`config.mk`:
```
export PLATFORM = sky130hd
export DESIGN_NAME = bcd_stopwatch
export DESIGN_NICKNAME = d
export VERILOG_FILES = /design/src/rtl/bcd_stopwatch.sv
export SDC_FILE = /design/constraint.sdc
export NUM_CORES = 1
export LEC_CHECK = 0
export ABC_AREA = 1
export BUFFER_PORTS_ARGS = -buffer_cell sky130_fd_sc_hd__clkbuf_2
export CAP_MARGIN = 20
export CORE_MARGIN = 4
export CORE_UTILIZATION = 59
export DETAILED_ROUTE_END_ITERATION = 10
export GPL_ROUTABILITY_DRIVEN = 0
export PLACE_DENSITY = 0.93
export RECOVER_POWER = 100
export SYNTH_ARGS = -nofsm -noshare
export SYNTH_HDL_FRONTEND = slang
export SYNTH_SLANG_ARGS = --single-unit
export TNS_END_PERCENT = 20
```
`constraint.sdc`:
```
create_clock -name clockIn -period 3.6 [get_ports clockIn]
set_input_delay 0.36 -clock clockIn [delete_from_list [all_inputs] [get_ports clockIn]]
set_output_delay 0.36 -clock clockIn [all_outputs]
set_load 0.02 [all_outputs]
```
`src/rtl/bcd_stopwatch.sv`:
```
// bcd_stopwatch: minutes:seconds BCD stopwatch counting rising edges of a
// divider tick that is synchronous to the system clock.
//   clockIn     - system clock, all state on rising edge
//   resetN      - asynchronous active-low reset
//   tickIn      - divider output; each 0->1 transition is a count event
//   startStopIn - raw start/stop button (async, active-high)
//   clearIn     - raw clear button (async, active-high)
//   lapIn       - raw lap button, only when BCD_STOPWATCH_LAP_EN is defined
//   digits      - {minTens, minOnes, secTens, secOnes} BCD
//   running     - high while in RUN
//   wrapPulse   - one-cycle pulse on the 59:59 -> 00:00 wrap
// Optional feature macro: BCD_STOPWATCH_LAP_EN (lap hold of the display).
module bcd_stopwatch #(
    parameter int unsigned TICKS_PER_SEC = 1
) (
    input  logic        clockIn,
    input  logic        resetN,
    input  logic        tickIn,
    input  logic        startStopIn,
    input  logic        clearIn,
`ifdef BCD_STOPWATCH_LAP_EN
    input  logic        lapIn,
`endif
    output logic [15:0] digits,
    output logic        running,
    output logic        wrapPulse
);

    localparam int unsigned PW = (TICKS_PER_SEC > 1) ? $clog2(TICKS_PER_SEC) : 1;
`ifdef BCD_STOPWATCH_LAP_EN
    localparam int unsigned NB = 3;
`else
    localparam int unsigned NB = 2;
`endif
    localparam int unsigned B_SS  = 0;
    localparam int unsigned B_CLR = 1;

    typedef enum logic [1:0] {
        S_IDLE  = 2'd0,
        S_RUN   = 2'd1,
        S_PAUSE = 2'd2
    } state_e;

    logic [NB-1:0] btn_raw_c;
    logic [NB-1:0] sync1_q, sync2_q, sync3_q;
    logic [NB-1:0] press_c;
    logic          tick_prev_q;
    logic          tick_rise_c;

    state_e        state_q, state_d;
    logic [15:0]   count_q, count_d;
    logic [PW-1:0] presc_q, presc_d;
    logic          running_q, running_d;
    logic          wrap_q, wrap_d;

`ifdef BCD_STOPWATCH_LAP_EN
    localparam int unsigned B_LAP = 2;
    logic          hold_q, hold_d;
    logic [15:0]   lap_q, lap_d;
    logic [15:0]   disp_q, disp_d;
    assign btn_raw_c = {lapIn, clearIn, startStopIn};
`else
    assign btn_raw_c = {clearIn, startStopIn};
`endif

    // One press per assertion: rising edge of the synchronised button.
    assign press_c     = sync2_q & ~sync3_q;
    assign tick_rise_c = tickIn & ~tick_prev_q;

    // Input synchronisers and tick edge register.
    always_ff @(posedge clockIn or negedge resetN) begin
        if (!resetN) begin
            sync1_q     <= '0;
            sync2_q     <= '0;
            sync3_q     <= '0;
            tick_prev_q <= 1'b0;
        end else begin
            sync1_q     <= btn_raw_c;
            sync2_q     <= sync1_q;
            sync3_q     <= sync2_q;
            tick_prev_q <= tickIn;
        end
    end

    // State, count and output registers.
    always_ff @(posedge clockIn or negedge resetN) begin
        if (!resetN) begin
            state_q   <= S_IDLE;
            count_q   <= '0;
            presc_q   <= '0;
            running_q <= 1'b0;
            wrap_q    <= 1'b0;
`ifdef BCD_STOPWATCH_LAP_EN
            hold_q    <= 1'b0;
            lap_q     <= '0;
            disp_q    <= '0;
`endif
        end else begin
            state_q   <= state_d;
            count_q   <= count_d;
            presc_q   <= presc_d;
            running_q <= running_d;
            wrap_q    <= wrap_d;
`ifdef BCD_STOPWATCH_LAP_EN
            hold_q    <= hold_d;
            lap_q     <= lap_d;
            disp_q    <= disp_d;
`endif
        end
    end

    // Next-state: clear wins; the tick is judged against the current state,
    // so RUN+tick+startStop counts and PAUSE+tick+startStop does not.
    always_comb begin
        logic [3:0] so, st, mo, mt;
        state_d = state_q;
        count_d = count_q;
        presc_d = presc_q;
        wrap_d  = 1'b0;
        mt = count_q[15:12];
        mo = count_q[11:8];
        st = count_q[7:4];
        so = count_q[3:0];

        if (press_c[B_CLR]) begin
            state_d = S_IDLE;
            count_d = '0;
            presc_d = '0;
        end else begin
            if (state_q == S_RUN && tick_rise_c) begin
                if (presc_q == PW'(TICKS_PER_SEC - 1)) begin
                    presc_d = '0;
                    // BCD ripple: each digit wraps at its limit and carries.
                    if (so != 4'd9) begin
                        so = so + 4'd1;
                    end else begin
                        so = 4'd0;
                        if (st != 4'd5) begin
                            st = st + 4'd1;
                        end else begin
                            st = 4'd0;
                            if (mo != 4'd9) begin
                                mo = mo + 4'd1;
                            end else begin
                                mo = 4'd0;
                                if (mt != 4'd5) begin
                                    mt = mt + 4'd1;
                                end else begin
                                    mt     = 4'd0;
                                    wrap_d = 1'b1;
                                end
                            end
                        end
                    end
                    count_d = {mt, mo, st, so};
                end else begin
                    presc_d = presc_q + PW'(1);
                end
            end
            if (press_c[B_SS]) begin
                case (state_q)
                    S_IDLE:  state_d = S_RUN;
                    S_RUN:   state_d = S_PAUSE;
                    S_PAUSE: state_d = S_RUN;
                    default: state_d = S_IDLE;
                endcase
            end
        end
        running_d = (state_d == S_RUN);
    end

`ifdef BCD_STOPWATCH_LAP_EN
    // Lap hold: toggled in RUN/PAUSE, snapshot of the count at the press edge.
    always_comb begin
        hold_d = hold_q;
        lap_d  = lap_q;
        if (press_c[B_CLR]) begin
            hold_d = 1'b0;
        end else if (press_c[B_LAP] && state_q != S_IDLE) begin
            hold_d = ~hold_q;
            lap_d  = count_q;
        end
        disp_d = hold_d ? lap_d : count_d;
    end

    assign digits = disp_q;
`else
    assign digits = count_q;
`endif

    assign running   = running_q;
    assign wrapPulse = wrap_q;

endmodule

```
======== Word level (Yosys, flattened, before mapping) ========
Index checks and enable logic that the tools add are counted.
word-level totals
  input port bits ......................... 5
  latch bits .............................. 0
  register bits ........................... 28
  output and inout port bits .............. 18
  RAM bits ................................ 0
  ROM bits ................................ 0
  memories kept ........................... 0
cells by class
  equality and inequality tests ........... 11
  mux-type cells .......................... 26
  magnitude comparators ................... 0
  bitwise operators ....................... 4
  shift-type cells ........................ 0
  $add $sub $neg .......................... 5
  $mul .................................... 0
  div/mod/pow operators ................... 0
  reduce and logical (&&, ||, !) cells .... 8
operators by type and width
  kind                   count
  $mux W16               3
  $mux W4                10
  $add A4 B1 Y4 const B  4
  $mux W1                10
  $ne A2 B2 Y1 const B   4
  $ne A4 B3 Y1 const B   2
  $ne A4 B4 Y1 const B   2
  $reduce_and A5 Y1      1
  $eq A2 B1 Y1 const B   2
  $mux W2                2
  $pmux W2 S2            1
  $reduce_and A4 Y1      1
  $reduce_and A3 Y1      1
  $and A2 B2 Y2          1
  $eq A2 B2 Y1 const B   1
  $logic_not A2 Y1       1
  $not A2 Y2             1
  $reduce_and A2 Y1      1
  $reduce_bool A2 Y1     1
  $reduce_or A2 Y1       1
  $add A1 B1 Y1 const B  1
  $and A1 B1 Y1          1
  $logic_and A1 B1 Y1    1
  $not A1 Y1             1

======== Logic depth before layout (Yosys ltp) ========
  word-level depth ........................ 8
  mapped depth ............................ 9
  depth with buffers taken out ............ 9

======== Worst setup path before layout ========
OpenSTA, ideal clock, no wires.
  kind .................................... reg-to-reg
  start ................................... register count_q[8], in the netlist digits[8]
  end ..................................... register count_q[12], in the netlist digits[12]
  period minus slack after synthesis ...... 1.373 ns
  cell stages (with the launch flop) ...... 7
  data required time ...................... 3.482 ns
  arrival ................................. 1.255 ns
  setup time .............................. 0.118 ns
  path slack .............................. 2.227 ns
  cells stage by stage .................... dfrtp_1 -> ha_1 -> nand3_2 -> o21ai_4 -> nand2_2 -> nand2_1 -> nand2_1
on the way
  cells in the longest elaborated chain, start to end .. 3
ends and longest elaborated chain
  element                             RTL line  text
  from (decl)                         51        logic [15:0] count_q, count_d;
  from (signal assigned)              100       count_q <= count_d;
  $ne A4 B4 Y1                        142       if (mo != 4'd9) begin
  $ne A2 B2 Y1 (no source line)       -
  $reduce_and A5 Y1 (no source line)  -
Every way passes these cells.
A chain may end at the register's enable or synchronous reset.

======== Worst setup path after layout ========
  start ................................... register count_q[1], in the netlist digits[1]
  end ..................................... register count_q[12], in the netlist digits[12]
on the way
  cells in the longest elaborated chain, start to end .. 3
ends and longest elaborated chain
  element                             RTL line  text
  $ne A4 B4 Y1                        134       if (so != 4'd9) begin
  $ne A2 B2 Y1 (no source line)       -
  $reduce_and A5 Y1 (no source line)  -
Every way passes these cells.

==> impl_metrics.csv <==
group,metric,value,unit
outcome,status,"completed",
logic_synthesis,async_flop_share,100,%
cells_and_area,stdcell_area,0.00155,mm²
clock_network,numClockSinks,27,
logic_synthesis,ys_seq_elements,27,
logic_synthesis,syn_avg_cell_area,8.67,µm²
grt,grtUsageTotal,18.4,%
detailed_routing,met2WireLength,1460,µm
logic_synthesis,yosysMostFrequentCell,"nand2_1",
setup_path,path_common_cell,"nand2_1",
logic_synthesis,postSynthCellCount,165,
sta,setup_tns,0,ns
setup_path,cp_slowest_cell,"dfrtp_1",
cells_and_area,fin_util,68.5,%
logic_synthesis,yosys-top-cells-area,"dfrtp_1 47%, nand2_1 12%, ha_1 7.0%",
setup_path,critPathBufInv,1,
detailed_routing,wl_per_cell,12.8,µm
cells_and_area,fill_cells,208,
sta,rsz0062_at_grt,"no",
die,coreArea,0.00225,mm²
sta,finClkSkew,0.0134,ns
logic_synthesis,synth_fa_ha_area_share,6.99,%
clock_network,clk_latency,0.33,ns
grt,grt.overflow.total,0,
power_and_ir_drop,pwr-share-seq,51.9,%
logic_synthesis,synth_top_cell_by_area,"dfrtp_1",
clock_network,path_clk_slew,0.16,ns
setup_path,cp-end-kind,"flop",
power_and_ir_drop,swShare,40.5,%
sta,worst_pin_slew,1.36,ns
die,io_pins,23,
cells_and_area,diodes,0,
cells_and_area,layout.nets,203,
setup_path,critical_path_required,3.82,ns
detailed_routing,drc,0,
power_and_ir_drop,finalPower,0.799,mW
power_and_ir_drop,p_leak,0.789,nW
clock_network,cts_setup_buffers,0,
sta,setup_violations,0,
setup_path,crit_arrival,2.05,ns
min_path,hold_class,"in -> reg",
clock_network,htreeDepth,1,
logic_synthesis,synth_compound_area_share,4.55,%
setup_path,cp_top_family,"simple AND/OR/NAND/NOR gates",
logic_synthesis,synth-main-ff-cell,"dfrtp_1",
power_and_ir_drop,switchingPower,0.323,mW
logic_synthesis,synth_cell_types,23,
sta,period_share,50.7,%
power_and_ir_drop,power_frac_comb,31.0,%
cells_and_area,drive_above_1_share,9.52,%
die,die_w,57.3,µm
sta,drv_slew,0,
job,maxCapViolCount,0,
detailed_routing,wl_met1,1160,µm
logic_synthesis,ys_seq_area_share,47.2,%
logic_synthesis,yosys.area_share.xor_xnor,3.06,%
die,start_util,63.5,%
logic_synthesis,synth_warnings,0,
detailed_routing,vias_per_cell,5.34,
logic_synthesis,synth_top_family_by_area,"simple AND/OR/NAND/NOR gates",
logic_synthesis,synth_top_area_share,47.2,%
sta,hold_viol_final,0,
cells_and_area,seq_area,676,µm²
die,dieArea,0.00328,mm²
clock_network,ctsLongestPathBuffers,2,
place,placed_cells,213,
grt,grt_pass1_wl,4770,µm
detailed_routing,drt_iter0_drc,54,
setup_path,crit_chain,"inv_1, ha_1, nand2_2, nor2_1, nand2_2, nand2_1, nand2_1, nand2_1, nand2_1",
cells_and_area,area_growth,7.95,%
detailed_routing,dr.max_layer_used,"met4",
grt,antenna_found_initial,0,
detailed_routing,drt_pass1_iterations,4,
place,dp_hpwl,2080,µm
sta,clock.fmax,547,MHz
setup_path,setup.worst_path.class,"reg -> reg",
logic_synthesis,synth_mux_area_share,0,%
setup_path,startpoint_type,"flop",
logic_synthesis,yosys.area_share.simple,31.6,%
logic_synthesis,synth_top_cells_by_count,"45 x nand2_1, 27 x dfrtp_1, 19 x inv_1",
detailed_routing,vias,1158,
clock_network,cts_tree,"built",
detailed_routing,antenna_left,0,
clock_network,ctsRootBufferMaster,"clkbuf_4",
detailed_routing,wl,2780,µm
power_and_ir_drop,ir_drop,0.333,mV
detailed_routing,route.met3.wl,134,µm
logic_synthesis,syn_area,0.00143,mm²
place,placedInstanceArea,0.00155,mm²
place,portBuffers,22,
sta,relSlewSlack,9.54,%
die,die_h,57.3,µm
sta,fin_crit,1.83,ns
grt,grt_max_degree,28,
clock_network,postCtsHoldBufs,0,
cells_and_area,stdcell_count,217,
setup_path,crit_fanout,12,
logic_synthesis,synth-edff-count,0,
setup_path,critPathMaxStageDelay,0.44,ns
die,rows,17,
power_and_ir_drop,powerDensity,517,mW/mm²
grt,grt_pass1_vias,1135,
power_and_ir_drop,p_int,0.476,mW
clock_network,post_cts_resized,0,
cells_and_area,multi_input_area,647,µm²
power_and_ir_drop,p_clk_share,17.1,%
logic_synthesis,syn_nets,178,
clock_network,cts_made_buffers,3,
## cells by family (layout without fill, tap and decap cells)
kind of cell               Yosys count  after routing
AOI/OAI and AO/OA                   10             10
xor gates and xnor gates             5              5
adders and majority gates            8              8
buffers and inverters               21             45
DFF                                 27             27
and+or+nand+nor                     94             94
## power by group through the flow
stage	logic (mW)	clock network, mW	registers (mW)
after floorplan	0.135	0	0.456
after global placement	0.244	0	0.414
after detailed placement	0.259	0	0.420
after CTS	0.261	0.142	0.414
after global routing	0.276	0.158	0.424
final	0.247	0.137	0.415
## sequential cells by signal (all words and copies together), names as in the netlist
register,flops
sync2_q,2
digits,16
sync3_q,2
sync1_q,2
state_q,2
wrapPulse,1
tick_prev_q,1
running,1
## area by class of cell
| class | count | area share [%] |
|---|---|---|
| Clock inverter | 1 | 0.567 |
| Inverter | 19 | 4.62 |
| Timing Repair Buffer | 22 | 5.51 |
| Clock buffer | 3 | 1.46 |
| Tap cell | 28 | 2.27 |
| Multi-Input combinational cell | 117 | 41.9 |
| Sequential cell | 27 | 43.7 |
## cell usage in the layout (no fill, tap or decap), types with 3 or more instances in the layout
master    instances
clkbuf_1         20
clkbuf_4          3
dfrtp_1          27
ha_1              8
inv_1            19
nand2_1          48
nand2_2           4
nand3_1          12
nand4_1           3
nor2_1           19
o21ai_0           7
xnor2_1           3
## final timing paths
check	to	cells past startpoint	startpoint	slack (ns)
worst min-delay path	sync1_q[0]	1	startStopIn	0.12
min in group asynchronous	sync1_q[1]	1	resetN	0.30
max in group asynchronous	digits[13]	1	resetN	2.50
worst max-delay path	digits[12]	9	digits[1]	1.77
worst max register to register	digits[12]	9	digits[1]	1.77
worst min register to register	sync2_q[1]	0	sync1_q[1]	0.38
## layer usage
| layer | global-route usage, % | vias up |
|---|---|---|
| li1 | - | 564 |
| met1 | 22.8 | 555 |
| met2 | 33.1 | 37 |
| met3 | 3.17 | 2 |
| met4 | 4.97 | 0 |
| met5 | 0 | - |
## per-stage QoR
step                setup slack [ns]  hold WS [ns]
finish                          1.77         0.122
global route                    1.61        0.0836
CTS                             2.09        0.0330
detailed placement              2.14         0.348
global placement                2.25         0.333
floorplan                       2.23        0.0644
Note: power is estimated with default switching activity, not from simulation.
